## src/rtl/fpu_cmd_issuer_pkg.sv

```systemverilog
// Shared encodings for the FPU command issuer: operation codes, the NaN
// returned on abandoned requests, and the issue state machine states.
package fpu_cmd_issuer_pkg;

    localparam logic [1:0] OP_ADD = 2'b00;
    localparam logic [1:0] OP_SUB = 2'b01;
    localparam logic [1:0] OP_MUL = 2'b10;
    localparam logic [1:0] OP_DIV = 2'b11;

    localparam logic [31:0] FP_QNAN = 32'h7FC0_0000;

    typedef enum logic [1:0] {
        ST_IDLE  = 2'b00,
        ST_ISSUE = 2'b01,
        ST_WAIT  = 2'b10,
        ST_RESP  = 2'b11
    } state_t;

endpackage

```

## src/rtl/fpu_cmd_fifo.sv

```systemverilog
// Synchronous command FIFO. A push into a full FIFO is dropped even when a
// pop happens in the same cycle; storage is not reset, only the pointers.
module fpu_cmd_fifo #(
    parameter int DEPTH = 4,
    parameter int W     = 70
) (
    input  logic         i_clk,
    input  logic         i_rst,
    input  logic         i_push,
    input  logic [W-1:0] i_wdata,
    input  logic         i_pop,
    output logic [W-1:0] o_rdata,
    output logic         o_full,
    output logic         o_empty
);

    localparam int AW = $clog2(DEPTH);

    logic [W-1:0] r_mem [DEPTH];
    logic [AW:0]  r_wptr;
    logic [AW:0]  r_rptr;
    logic         w_do_push;
    logic         w_do_pop;

    // Extra pointer bit distinguishes full from empty when the indices match.
    assign o_full    = (r_wptr[AW] != r_rptr[AW]) && (r_wptr[AW-1:0] == r_rptr[AW-1:0]);
    assign o_empty   = (r_wptr == r_rptr);
    assign w_do_push = i_push && !o_full;
    assign w_do_pop  = i_pop && !o_empty;
    assign o_rdata   = r_mem[r_rptr[AW-1:0]];

    always_ff @(posedge i_clk) begin
        if (w_do_push)
            r_mem[r_wptr[AW-1:0]] <= i_wdata;
    end

    always_ff @(posedge i_clk or negedge i_rst) begin
        if (!i_rst) begin
            r_wptr <= '0;
            r_rptr <= '0;
        end else begin
            if (w_do_push) r_wptr <= r_wptr + 1'b1;
            if (w_do_pop)  r_rptr <= r_rptr + 1'b1;
        end
    end

endmodule

```

## src/rtl/fpu_cmd_issuer.sv

```systemverilog
// Queues tagged FPU requests and runs them one at a time through the FPU
// start/busy/done handshake, returning result, flags and tag in order.
module fpu_cmd_issuer
    import fpu_cmd_issuer_pkg::*;
#(
    parameter int CMD_DEPTH   = 4,
    parameter int TAG_W       = 4,
    parameter int TIMEOUT_CYC = 255
) (
    input  logic             clk,
    input  logic             rst,
    input  logic             cmd_valid,
    output logic             cmd_ready,
    input  logic [1:0]       cmd_op,
    input  logic [31:0]      cmd_a,
    input  logic [31:0]      cmd_b,
    input  logic [TAG_W-1:0] cmd_tag,
    output logic             fpu_start,
    output logic [1:0]       fpu_operation,
    output logic [31:0]      fpu_a,
    output logic [31:0]      fpu_b,
    input  logic [31:0]      fpu_z,
    input  logic             fpu_overflow,
    input  logic             fpu_underflow,
    input  logic             fpu_busy,
    input  logic             fpu_done,
    output logic             rsp_valid,
    input  logic             rsp_ready,
    output logic [31:0]      rsp_z,
    output logic [TAG_W-1:0] rsp_tag,
    output logic             rsp_ovf,
    output logic             rsp_unf,
    output logic             rsp_timeout,
    output logic             idle
);

    localparam int ENT_W = 2 + 32 + 32 + TAG_W;
    localparam int CNT_W = $clog2(TIMEOUT_CYC + 1);
    localparam logic [CNT_W-1:0] CNT_MAX = CNT_W'(TIMEOUT_CYC);

    state_t           r_state;
    state_t           w_state_nxt;
    logic             w_full;
    logic             w_empty;
    logic             w_push;
    logic             w_pop;
    logic [ENT_W-1:0] w_wdata;
    logic [ENT_W-1:0] w_rdata;

    logic [1:0]       r_op;
    logic [31:0]      r_a;
    logic [31:0]      r_b;
    logic [TAG_W-1:0] r_tag;
    logic [CNT_W-1:0] r_cnt;
    logic [31:0]      r_rsp_z;
    logic             r_rsp_ovf;
    logic             r_rsp_unf;
    logic             r_rsp_to;

    logic             w_at_limit;
    logic             w_cap_done;
    logic             w_cap_to;

    assign w_push  = cmd_valid && !w_full;
    assign w_wdata = {cmd_op, cmd_a, cmd_b, cmd_tag};

    fpu_cmd_fifo #(
        .DEPTH (CMD_DEPTH),
        .W     (ENT_W)
    ) u_fifo (
        .i_clk   (clk),
        .i_rst   (rst),
        .i_push  (w_push),
        .i_wdata (w_wdata),
        .i_pop   (w_pop),
        .o_rdata (w_rdata),
        .o_full  (w_full),
        .o_empty (w_empty)
    );

    assign w_at_limit = (r_cnt == CNT_MAX);

    // done is only looked at in WAIT, which is reachable only after busy was
    // seen, so a done level left over from the previous op cannot be captured.
    always_comb begin
        w_state_nxt = r_state;
        w_pop       = 1'b0;
        w_cap_done  = 1'b0;
        w_cap_to    = 1'b0;
        case (r_state)
            ST_IDLE: begin
                if (!w_empty && !fpu_busy) begin
                    w_pop       = 1'b1;
                    w_state_nxt = ST_ISSUE;
                end
            end
            ST_ISSUE: begin
                if (w_at_limit) begin
                    w_cap_to    = 1'b1;
                    w_state_nxt = ST_RESP;
                end else if (fpu_busy) begin
                    w_state_nxt = ST_WAIT;
                end
            end
            ST_WAIT: begin
                if (w_at_limit) begin
                    w_cap_to    = 1'b1;
                    w_state_nxt = ST_RESP;
                end else if (fpu_done && !fpu_busy) begin
                    w_cap_done  = 1'b1;
                    w_state_nxt = ST_RESP;
                end
            end
            ST_RESP: begin
                if (rsp_ready) w_state_nxt = ST_IDLE;
            end
            default: w_state_nxt = ST_IDLE;
        endcase
    end

    always_ff @(posedge clk or negedge rst) begin
        if (!rst) r_state <= ST_IDLE;
        else      r_state <= w_state_nxt;
    end

    always_ff @(posedge clk or negedge rst) begin
        if (!rst) begin
            r_op  <= '0;
            r_a   <= '0;
            r_b   <= '0;
            r_tag <= '0;
        end else if (w_pop) begin
            r_op  <= w_rdata[ENT_W-1 -: 2];
            r_a   <= w_rdata[ENT_W-3 -: 32];
            r_b   <= w_rdata[TAG_W+31 -: 32];
            r_tag <= w_rdata[TAG_W-1:0];
        end
    end

    // Saturating issue-to-completion counter, cleared on each pop.
    always_ff @(posedge clk or negedge rst) begin
        if (!rst)
            r_cnt <= '0;
        else if (w_pop)
            r_cnt <= '0;
        else if ((r_state == ST_ISSUE || r_state == ST_WAIT) && !w_at_limit)
            r_cnt <= r_cnt + 1'b1;
    end

    always_ff @(posedge clk or negedge rst) begin
        if (!rst) begin
            r_rsp_z   <= '0;
            r_rsp_ovf <= 1'b0;
            r_rsp_unf <= 1'b0;
            r_rsp_to  <= 1'b0;
        end else if (w_cap_to) begin
            r_rsp_z   <= FP_QNAN;
            r_rsp_ovf <= 1'b0;
            r_rsp_unf <= 1'b0;
            r_rsp_to  <= 1'b1;
        end else if (w_cap_done) begin
            r_rsp_z   <= fpu_z;
            r_rsp_ovf <= fpu_overflow;
            r_rsp_unf <= fpu_underflow;
            r_rsp_to  <= 1'b0;
        end
    end

    assign cmd_ready     = !w_full;
    assign fpu_start     = (r_state == ST_ISSUE);
    assign fpu_operation = r_op;
    assign fpu_a         = r_a;
    assign fpu_b         = r_b;
    assign rsp_valid     = (r_state == ST_RESP);
    assign rsp_z         = r_rsp_z;
    assign rsp_tag       = r_tag;
    assign rsp_ovf       = r_rsp_ovf;
    assign rsp_unf       = r_rsp_unf;
    assign rsp_timeout   = r_rsp_to;
    assign idle          = w_empty && (r_state == ST_IDLE);

endmodule

```

## config.mk

```make
export PLATFORM = sky130hd
export DESIGN_NAME = fpu_cmd_issuer
export DESIGN_NICKNAME = d
export VERILOG_FILES = /design/src/rtl/fpu_cmd_issuer_pkg.sv /design/src/rtl/fpu_cmd_fifo.sv /design/src/rtl/fpu_cmd_issuer.sv
export SDC_FILE = /design/constraint.sdc
export NUM_CORES = 1
export LEC_CHECK = 0
export BUFFER_PORTS_ARGS = -buffer_cell sky130_fd_sc_hd__buf_2
export CORE_ASPECT_RATIO = 1.25
export CORE_MARGIN = 2
export CORE_UTILIZATION = 40
export DETAILED_ROUTE_END_ITERATION = 6
export PLACE_DENSITY = 0.56
export SYNTH_ARGS = -nofsm -noshare
export SYNTH_HDL_FRONTEND = slang
export SYNTH_HIERARCHICAL = 1
export SYNTH_SLANG_ARGS = --single-unit
export TNS_END_PERCENT = 30
```

## constraint.sdc

```tcl
create_clock -name clk -period 12.3 [get_ports clk]
set_clock_uncertainty 0.2 [all_clocks]
set_input_delay 1.23 -clock clk [delete_from_list [all_inputs] [get_ports clk]]
set_output_delay 1.23 -clock clk [all_outputs]
set_load 0.1 [all_outputs]
```

# Word level (Yosys, flattened, before mapping)
# Memory sizes are Yosys's and may differ from the RTL's. A register that Yosys moved wholly into a read port is not among the register bits.
# Index checks and enable logic that the tools add are counted.
# totals
register_bits,51
ram_bits,280
inputBits,110
output_inout_bits,109
elab_cells,68
mem_count,1
# classes
add_sub_neg,3
eq_ne,11
muxes,26
reduce_logical,19
# mem_list
memory,words,width,rd,rd_ports_with_merged_regs,write_ports,line_no,source
u_fifo.r_mem,4,70,1,1,1,fpu_cmd_fifo.sv:19,logic [W-1:0] r_mem [DEPTH];
# op_table
operator,n
32-bit two-way mux,2
8-bit two-way mux,2
1-bit two-way mux,15
2-bit two-way mux,6
8-bit by 1-bit adder with 8-bit output (second input constant),1
8-bit equality test (second input constant),1
1-bit logical AND,8
2-bit one-hot mux with 4 select lines,1
3-bit by 1-bit adder with 3-bit output (second input constant),2
1-bit zero test,5
2-bit equality test (second input constant),2
4-bit AND reduction,1
2-bit nonzero test,2
3-bit equality test,1
3-bit by 1-bit inequality test with 1-bit output (second input constant),1
3-bit inequality test (second input constant),1
2-bit by 1-bit equality test with 1-bit output (second input constant),1
2-bit equality test,1
2-bit zero test,1
2-bit by 1-bit inequality test with 1-bit output (second input constant),1
2-bit inequality test (second input constant),1
2-bit OR reduction,1
1-bit logical OR,1
1-bit inequality test,1

# Logic depth before layout (Yosys ltp)
# Gate-level depths: netlist (run 1).
# depth
ltp_word,7
mapped_depth,9
ltp_nobuf,7

# By module
# The synthesis (run 1) kept the hierarchy.
# by_module_without_submodules
module,n_inst,cells_per_inst,area_each_um2,seq_area_each_um2
fpu_cmd_fifo,1,414,10570.1,8558.2
fpu_cmd_issuer,1,306,4551.9,2877.8

# Least setup slack after synthesis (run 1)
# No wires, ideal clock.
# synth_timing
path_type,input -> register
from,input port cmd_valid
to,"memory u_fifo.r_mem[3][0], enable pin"
setup_ns,0.461
t_arrival_ns,3.815
required_time_ns,11.639
setup_slack_ns,7.824
path_stages,3
path_buffers,0
cell_sequence,nor2b_1 nand2_1 a31oi_2
# synth_between
elab_chain_cells,4
# synth_lines
element,line_no,source
"start, declared",fpu_cmd_issuer.sv:12,"input logic cmd_valid,"
1-bit logical AND,fpu_cmd_issuer.sv:64,assign w_push = cmd_valid && !w_full;
1-bit logical AND,fpu_cmd_fifo.sv:28,assign w_do_push = i_push && !o_full;
1-bit two-way mux,fpu_cmd_fifo.sv:33,if (w_do_push)
1-bit two-way mux (not written as such),fpu_cmd_fifo.sv:34,r_mem[r_wptr[AW-1:0]] <= i_wdata;
"end, declared",fpu_cmd_fifo.sv:19,
# No other way between the ends.

# Worst setup path after layout (run 1)
# layout_timing
from,register u_fifo.r_rptr[0]
to,output port idle
# layout_between
elab_chain_cells,2
# layout_lines
element,line_no,source
"start, declared",fpu_cmd_fifo.sv:21,logic [AW:0] r_rptr;
"start signal, assigned",fpu_cmd_fifo.sv:43,if (w_do_pop) r_rptr <= r_rptr + 1'b1;
3-bit equality test,fpu_cmd_fifo.sv:27,assign o_empty = (r_wptr == r_rptr);
net w_empty,fpu_cmd_issuer.sv:44,logic w_empty;
1-bit logical AND,fpu_cmd_issuer.sv:180,assign idle = w_empty && (r_state == ST_IDLE);
"end, declared",fpu_cmd_issuer.sv:34,output logic idle
# The timed path passes the listed nets, and every way through them passes these cells.

==> impl_metrics.csv, run 1 <==
group,metric,value,unit
global_route,grt_max_degree,77,
outcome,status,"finished, final reports clean",
global_route,antenna_found_initial,3,
min_path,worstHoldEndpoint,"rsp_z[29]",
synth,syn_inst,720,
critical_path,r2r_end,"u_fifo/r_mem[3][39]",
timing,hold_viol,0,
floorplan,dieArea,39390,um^2
detailed_routing,vias,7429,
timing,fmaxAchievable,0.2191,GHz
critical_path,path_cells,"xor2_2 -> nor3_1 -> and2_1 -> buf_2",
clock_tree,clkSinkCount,401,
clock_tree,cts_root_buf,"clkbuf_16",
detailed_routing,antenna_left,0,
place,dp_cells,1403,
place,gp_congestion,0.7130,
finish,nets,1081,
synth,synth_area_leaders,"edfxtp_1 56%, dfrtp_1 20%, mux4_2 10%, mux2_2 5.3%, a22o_1 1.4%",
flow_run,max_cap_violations,0,
critical_path,critPathMaxStageDelay,1.04,ns
timing,final_max_slew_viol_count,0,
critical_path,worstPathArrival,3.13,ns
clock_tree,clock_latency,0.53,ns
critical_path,cp_data_required_time,10.87,ns
timing,fin_crit,4.564,ns
finish,area_growth,19.63,%
global_route,grt_overflow,0,
synth,ys_seq_area_share,75.62,%
timing,maxSlewHeadroom,34.72,%
critical_path,cp-start-kind,"flop",
synth,syn_area,15120,um^2
synth,synth_ff_type,"edfxtp_1",
timing,rsz0062_at_grt,"no",
floorplan,core_area,37260,um^2
finish,drive_gt1_share,44.51,%
clock_tree,cts_setup_buffers,0,
detailed_routing,routed_wl,29.98,mm
global_route,grt_pass1_wl,45.94,mm
clock_tree,post_cts_resized,0,
min_path,holdPathStages,2,
floorplan,io_pins,219,
floorplan,fp-row-count,79,
clock_tree,cts_tree,"done",
synth,synth_top_area_share,55.60,%
clock_tree,htreeDepth,2,
synth,ys_warn_count,6,
floorplan,die_w,177.9,um
critical_path,r2r_slack,8.05,ns
min_path,hp-class,"flop to flop",
place,io_buffers,218,
clock_tree,cts_hold_buf,0,
critical_path,worstPathMaxFanout,44,
critical_path,cpMaxStageDelayCell,"dfrtp_4",
clock_tree,clk_pin_slew,0.06,ns
synth,ys_ff_latch,401,
floorplan,initial_core_util,40.58,%
critical_path,timing.rr.start,"u_fifo/r_rptr[0]",
detailed_routing,drc_errors,0,
critical_path,endpoint_kind,"primary output",
synth,synth-edff-count,280,
clock_tree,numCtsBuffers,41,
global_route,track_usage,15.33,%
synth,yosys.area.top_type,"edfxtp_1",
timing,tns,0,ns
synth,synth_fp_nets,841,
timing,whs,0.2889,ns
finish,stdcell_count,1481,
clock_tree,clockBufferDepth,3,
critical_path,reg2regPathDepth,7,
synth,yosysUniqueCellTypes,47,
place,hpwl,17.80,mm
min_path,min-delay-start,"rsp_z[29]",
timing,fin_crit_sh,37.10,%
detailed_routing,drt_iter0_drc,372,
detailed_routing,drt-vias-per-instance,5.016,
synth,avgSynthCellArea,21.00,um^2
timing,setup_violations,0,
timing,tightest_slew,0.9792,ns
detailed_routing,routedWlPerCell,20.24,um
detailed_routing,drt_first_pass_iters,4,
finish,fillCellCount,3164,
floorplan,die_h,221.4,um
synth,synthArstFlopShare,30.17,%
critical_path,critPathKind,"flop to primary output",
global_route,grt_pass1_vias,7921,
## cells by family after synthesis
kind of cell,share of synthesized area (%)
flops,75.62
mux,16.44
compound gates,2.863
simple gates,1.746
buf+inv,1.506
xor+xnor,0.9101
fa+ha+maj,0.9101
## final cells by class
class / instances / area (um^2) / share of cell area, %
antenna: 2 / 5.005 / 0.02767
timing repair buffer: 228 / 1172 / 6.481
clock buffer: 65 / 1229 / 6.792
tap: 486 / 608.1 / 3.361
inverter: 9 / 33.78 / 0.1867
clock inverter: 11 / 110.1 / 0.6087
multi-input combinational: 279 / 3488 / 19.28
sequential: 401 / 11440 / 63.26
## worst max-delay path, delay by kind of cell (launching register included)
family	cells	cell delay [ns]
and+or+nand+nor	2	0.86
xor gates and xnor gates	1	0.27
buffers and inverters	1	0.42
DFF	1	1.04
## metal layers
metal	vias up	routed length, um	track usage, %
li1	3370	-	-
met1	3815	12610	19.39
met2	202	15190	26.29
met3	40	1627	3.454
met4	2	539	4.521
met5	-	13	0
## layout by cell type (no fill, tap or decap), types with 3 or more instances in the layout
| master | Yosys | layout |
|---|---|---|
| dfrtp_1 | 121 | 119 |
| mux2i_1 | 11 | 11 |
| buf_2 | 17 | 217 |
| nor2_1 | 9 | 9 |
| nand2b_1 | 3 | 3 |
| mux4_2 | 70 | 70 |
| and3_4 | 0 | 3 |
| nor3_1 | 4 | 4 |
| o31ai_1 | 4 | 4 |
| a21oi_1 | 6 | 6 |
| o211ai_1 | 3 | 3 |
| edfxtp_1 | 280 | 280 |
| inv_1 | 9 | 9 |
| clkbuf_16 | 0 | 43 |
| clkinv_2 | 0 | 5 |
| nand2_1 | 18 | 18 |
| ha_1 | 11 | 11 |
| clkbuf_1 | 2 | 15 |
| xnor2_1 | 5 | 5 |
| a22o_1 | 25 | 25 |
| xor2_1 | 7 | 7 |
| buf_4 | 7 | 10 |
| clkbuf_8 | 0 | 7 |
| mux2_2 | 71 | 71 |
## sequential cells by signal (all words and copies together) (netlist names), 2 cells and up
signal and cells:
r_state 2, r_cnt 8, u_fifo/r_rptr 3, u_fifo/r_mem 280, fpu_b 32, rsp_tag 4
u_fifo/r_wptr 3, rsp_z 32, fpu_a 32, fpu_operation 2
## synthesized netlist by cell type, types with 2 or more instances
cell type,instances
edfxtp_1,280
dfrtp_1,121
mux2_2,71
mux4_2,70
a22o_1,25
nand2_1,18
buf_2,17
ha_1,11
mux2i_1,11
inv_1,9
nor2_1,9
buf_4,7
xor2_1,7
a21oi_1,6
and3_1,5
xnor2_1,5
buf_6,4
nor3_1,4
o31ai_1,4
nand2b_1,3
o211ai_1,3
clkbuf_1,2
nand3_1,2
o21ai_0,2
xor2_2,2
## per-stage QoR
step	util, %	instance area, um^2	setup slack, ns
6_report	48.54	18090	7.736
5_1_grt	48.54	18090	7.483
2_1_floorplan	-	15120	7.824
3_5_place_dp	44.94	16750	7.919
4_1_cts	48.53	18080	7.617
3_3_place_gp	44.94	16750	8.000
## how the worst max path moves through the flow
stage,cells after the start,startpoint,end,slack [ns]
4_1_cts,4,u_fifo/r_rptr[0],idle,7.62
2_1_floorplan,3,cmd_valid,u_fifo/r_mem[3][0],7.82
6_report,4,u_fifo/r_rptr[0],idle,7.74
5_1_grt,4,u_fifo/r_rptr[0],idle,7.48
3_3_place_gp,7,u_fifo/r_rptr[0],u_fifo/r_mem[3][59],8.00
3_5_place_dp,7,u_fifo/r_rptr[0],u_fifo/r_mem[3][42],7.92
Power of run 1 is left out: the tool's default activity adds up to more than one toggle a clock period on the data nets, which glitch-free logic cannot reach.
==> run 2, diff against run 1 <==
==> constraint.sdc (replaced) <==
create_clock -name clk -period 4.3 [get_ports clk]
set_clock_uncertainty 0.2 [all_clocks]
set_input_delay 0.43 -clock clk [delete_from_list [all_inputs] [get_ports clk]]
set_output_delay 0.43 -clock clk [all_outputs]
set_load 0.1 [all_outputs]
==> run 2 against run 1 <==
Die area is the same. Critical path depth did not move. Register-to-register slack worse by 6.9 ns. Setup slack worse by 6.7 ns. Cell area grew 5.5%. Largest cell class unchanged. Critical endpoint unchanged. Flip-flop and latch count unchanged. Cell count rose by 7.3%. Count of clock-buffer cells in the layout decreased by 6. First-iteration DRC count increased by 12%. Global-route usage increased by 0.70 points.
==> impl_metrics.csv, run 2 (synthesis gave the netlist of run 1 again) <==
group,metric,value,unit
clock_tree,htreeDepth,2,
clock_tree,clkSinkCount,401,
finish,drive_gt1_share,40.07,%
timing,rsz0062_at_grt,"no",
place,io_buffers,218,
critical_path,path_cells,"xor2_1 -> nor3_1 -> and2_1 -> buf_2",
timing,final_max_slew_viol_count,0,
finish,num_antenna_cells,0,
timing,hold_viol,0,
global_route,antenna_found_initial,1,
floorplan,die_w,177.9,um
critical_path,path_delay_family,"simple AND/OR/NAND/NOR gates",
finish,largest_reg_flops,280,
critical_path,critPathKind,"flop to primary output",
place,postPlaceCellArea,16840,um^2
timing,setup_violations,0,
critical_path,cpMaxStageDelayCell,"dfrtp_4",
timing,fmaxAchievable,0.3028,GHz
clock_tree,post_cts_resized,0,
place,hpwl,18.57,mm
min_path,hp-class,"input port to flop",
timing,fin_crit_sh,76.80,%
global_route,grt_pass1_vias,8498,
global_route,grt_max_degree,51,
detailed_routing,routed_wl,31.47,mm
outcome,status,"finished, final reports clean",
detailed_routing,vias,7906,
place,dp_cells,1410,
floorplan,io_pins,219,
timing,tightest_slew,0.8053,ns
global_route,track_usage,16.03,%
floorplan,core_area,37260,um^2
critical_path,cp_num_buf_inv,1,
place,gp_congestion,0.7279,
critical_path,cp-start-kind,"flop",
clock_tree,clk_pin_slew,0.06,ns
global_route,grt_overflow,0,
timing,whs,0.09615,ns
finish,stdcell_count,1589,
timing,maxSlewHeadroom,46.31,%
detailed_routing,drc_errors,0,
finish,fillCellCount,3008,
detailed_routing,antenna_left,0,
finish,layout_commonest_cell,"edfxtp_1",
clock_tree,clockBufferDepth,3,
finish,nets,1193,
clock_tree,cts_tree,"done",
critical_path,worstPathMaxFanout,29,
finish,area_growth,26.21,%
finish,final_area,19090,um^2
clock_tree,cts_setup_buffers,0,
clock_tree,numCtsBuffers,41,
critical_path,critPathMaxStageDelay,0.67,ns
clock_tree,clock_latency,0.54,ns
clock_tree,cts_hold_buf,105,
timing,fin_crit,3.302,ns
critical_path,endpoint_kind,"primary output",
detailed_routing,routedWlPerCell,19.80,um
floorplan,dieArea,39390,um^2
floorplan,initial_core_util,40.58,%
clock_tree,cts_root_buf,"clkbuf_16",
detailed_routing,drt_iter0_drc,416,
finish,layout_common_cells,"280 x edfxtp_1, 217 x buf_2, 119 x dfrtp_1, 105 x dlygate4sd3_1, 71 x mux2_2",
detailed_routing,drt_first_pass_iters,6,
floorplan,die_h,221.4,um
timing,tns,0,ns
detailed_routing,drt-vias-per-instance,4.975,
floorplan,fp-row-count,79,
critical_path,cp_data_required_time,3.67,ns
critical_path,worstPathArrival,2.67,ns
flow_run,max_cap_violations,0,
global_route,grt_pass1_wl,48.11,mm
==> run 2: area by class of cell <==
class | instances | area [um^2] | area share (%)
repair buffers | 340 | 2313 | 12.12
clock buffers | 59 | 1094 | 5.730
clock inverters | 15 | 105.1 | 0.5507
multi-input cells | 279 | 3488 | 18.28
well taps | 486 | 608.1 | 3.186
inverters | 9 | 33.78 | 0.1770
flip-flops and latches | 401 | 11440 | 59.96
==> run 2: through the flow <==
step / util (%) / setup slack (ns)
final: 51.22 / 0.9976
after CTS: 51.22 / 0.9406
after floorplan: - / 0.1772
after global routing: 51.22 / 0.7972
after global placement: 45.18 / 1.156
after detailed placement: 45.18 / 1.137
==> run 2: final timing paths <==
path	startpoint	end	slack, ns	depth (start not counted)
max	u_fifo/r_rptr[1]	idle	1.0	4
min	fpu_busy	u_fifo/r_rptr[0]	0.1	4
max reg2reg	u_fifo/r_rptr[1]	u_fifo/r_mem[2][14]	1.19	6
min reg2reg	rsp_z[1]	rsp_z[1]	0.29	1
max in group asynchronous	rst	fpu_a[12]	2.58	3
min in group asynchronous	rst	rsp_z[10]	0.21	2
==> run 2: worst register-to-register path: cells and delay by family (launching register included) <==
family        cells  cell delay (ns)
simple gates      3             1.13
buf+inv           2             0.48
flops             1             0.73
xor+xnor          1             0.25
==> run 2: layer usage <==
layer | wire [um] | GRT usage, %
met3 | 1799 | 3.643
met5 | 9 | 0
met4 | 537 | 4.310
met1 | 12360 | 18.67
met2 | 16760 | 29.37
Power of run 2 is left out for the same reason.
==> run 3, diff against run 2 <==
==> constraint.sdc (replaced) <==
create_clock -name clk -period 3.1 [get_ports clk]
set_clock_uncertainty 0.2 [all_clocks]
set_input_delay 0.31 -clock clk [delete_from_list [all_inputs] [get_ports clk]]
set_output_delay 0.31 -clock clk [all_outputs]
set_load 0.1 [all_outputs]
==> run 3 against run 2 <==
Non-clock buffer count increased by 4. Global-route usage about the same. Cell count increased by 0.25%. Critical path depth unchanged. Die area unchanged. Setup slack got worse by 0.73 ns. First-iteration DRC count decreased by 34%. Wire length decreased by 0.24%. Critical endpoint unchanged. Largest cell class unchanged.
==> impl_metrics.csv, run 3 (synthesis gave the netlist of run 1 again) <==
group,metric,value,unit
critical_path,critPathKind,"flop to primary output",
finish,num_antenna_cells,0,
global_route,antenna_found_initial,0,
critical_path,endpoint_kind,"primary output",
global_route,grt_overflow,0,
timing,hold_viol,0,
clock_tree,clockBufferDepth,3,
place,io_buffers,218,
min_path,worstHoldEndpoint,"r_state[0]",
global_route,grt_use_met1,19.57,%
critical_path,timing.rr.start,"u_fifo/r_rptr[0]",
global_route,track_usage,16.07,%
timing,fin_crit,2.837,ns
critical_path,cp-start-kind,"flop",
clock_tree,htreeDepth,2,
critical_path,r2r_end,"u_fifo/r_mem[2][49]",
detailed_routing,drc_errors,0,
min_path,hp-class,"input port to flop",
critical_path,path_cells,"xor2_2 -> nor3_2 -> and2_1 -> buf_2",
global_route,grt_max_degree,79,
outcome,status,"finished, final reports clean",
critical_path,cp_data_required_time,2.59,ns
place,gp_congestion,0.7534,
floorplan,dieArea,39390,um^2
timing,maxSlewHeadroom,42.20,%
floorplan,die_h,221.4,um
floorplan,initial_core_util,40.58,%
finish,nets,1196,
global_route,grt_busiest_layer,"met2",
finish,drive_gt1_share,40.74,%
floorplan,core_area,37260,um^2
critical_path,worstPathMaxFanout,7,
critical_path,worstPathArrival,2.33,ns
finish,largest_reg_flops,280,
place,hpwl,18.29,mm
finish,fillCellCount,3009,
clock_tree,numCtsBuffers,40,
finish,ff_latch_area,11440,um^2
global_route,met2_usage,28.61,%
detailed_routing,antenna_left,0,
floorplan,die_w,177.9,um
min_path,min-delay-start,"fpu_busy",
timing,setup_violations,0,
detailed_routing,drt_first_pass_iters,4,
floorplan,fp-row-count,79,
timing,rsz0062_at_grt,"no",
finish,multi_input_area,3501,um^2
timing,tightest_slew,0.8642,ns
critical_path,reg2regPathDepth,7,
global_route,grt_pass1_wl,48.37,mm
finish,layout_commonest_cell,"edfxtp_1",
finish,final_area,19300,um^2
critical_path,cpMaxStageDelayCell,"dfrtp_4",
detailed_routing,drt-vias-per-instance,4.955,
timing,whs,0.07020,ns
place,postPlaceCellArea,16910,um^2
clock_tree,clock_latency,0.55,ns
critical_path,cp_num_buf_inv,1,
detailed_routing,drt_iter0_drc,276,
timing,fmaxAchievable,0.3525,GHz
critical_path,r2r_slack,0.57,ns
critical_path,path_delay_family,"flip-flops",
detailed_routing,vias,7893,
timing,fin_crit_sh,91.51,%
clock_tree,cts_tree,"done",
flow_run,max_cap_violations,0,
global_route,use_met3,3.179,%
finish,layout_common_cells,"280 x edfxtp_1, 217 x buf_2, 119 x dfrtp_1, 108 x dlygate4sd3_1, 71 x mux2_2",
min_path,holdPathStages,5,
timing,final_max_slew_viol_count,0,
critical_path,critPathMaxStageDelay,0.56,ns
detailed_routing,routedWlPerCell,19.71,um
finish,area_growth,27.61,%
clock_tree,cts_root_buf,"clkbuf_16",
clock_tree,clk_pin_slew,0.06,ns
floorplan,io_pins,219,
global_route,grt_pass1_vias,8593,
clock_tree,clkSinkCount,401,
detailed_routing,routed_wl,31.39,mm
## run 3: cell types whose count changed in the layout (fill, tap and decap cells not counted), sizes merged
| cell | before | now |
|---|---|---|
| buf | 235 | 236 |
| bufinv | 1 | 3 |
| clkbuf | 59 | 58 |
| clkinv | 11 | 10 |
| dlygate4sd3 | 105 | 108 |
## run 3: worst register-to-register path, stage by stage, from the launching register on
cell and delay [ns]:
dfrtp_4 0.56, xnor2_1 0.16, buf_4 0.16, nand3_1 0.13, inv_1 0.10, nor2b_4 0.21
and3_4 0.23, buf_4 0.40
## run 3: how the worst max path moves through the flow
stage / startpoint / to / slack (ns) / depth (start not counted)
global route: u_fifo/r_rptr[0] / idle / 0.12 / 4
CTS: u_fifo/r_rptr[0] / idle / 0.20 / 4
floorplan: u_fifo/r_rptr[0] / u_fifo/r_mem[1][0] / -0.34 / 6
finish: u_fifo/r_rptr[0] / idle / 0.26 / 4
detailed placement: u_fifo/r_rptr[0] / u_fifo/r_rptr[1] / 0.56 / 7
global placement: u_fifo/r_rptr[0] / u_fifo/r_mem[2][36] / 0.59 / 7
## run 3: layer usage
metal | vias to the layer above | share of wire (%)
met5 | - | 0
li1 | 3590 | -
met3 | 49 | 5.3
met1 | 4039 | 41
met2 | 215 | 52
met4 | 0 | 2.3
## run 3: metrics by stage
| stage | worst slack [ns] | TNS, ns | util, % | std cells |
|---|---|---|---|---|
| after detailed placement | 0.5617 | 0 | 45.39 | 1411 |
| after CTS | 0.2035 | 0 | 51.78 | 1593 |
| after global routing | 0.1157 | 0 | 51.78 | 1593 |
| after global placement | 0.5940 | 0 | 45.39 | 1411 |
| final | 0.2633 | 0 | 51.78 | 1593 |
| after floorplan | -0.3445 | -48.23 | - | 720 |
## run 3: final cells by class
class                   instances  area share, %
clock buffers                  58          5.745
inverters                       9         0.1751
clock inverters                16         0.9791
well taps                     486          3.151
repair buffers                344          12.51
multi-input cells             279          18.14
flip-flops and latches        401          59.30
## run 3: timing repair
action	4_1_cts	5_1_grt
resized for setup	1	0
endpoints found under the setup margin	1	0
buffers inserted	0	0
hold buffers	108	0
endpoints found under the hold margin	437	0
Power of run 3 is left out for the same reason.
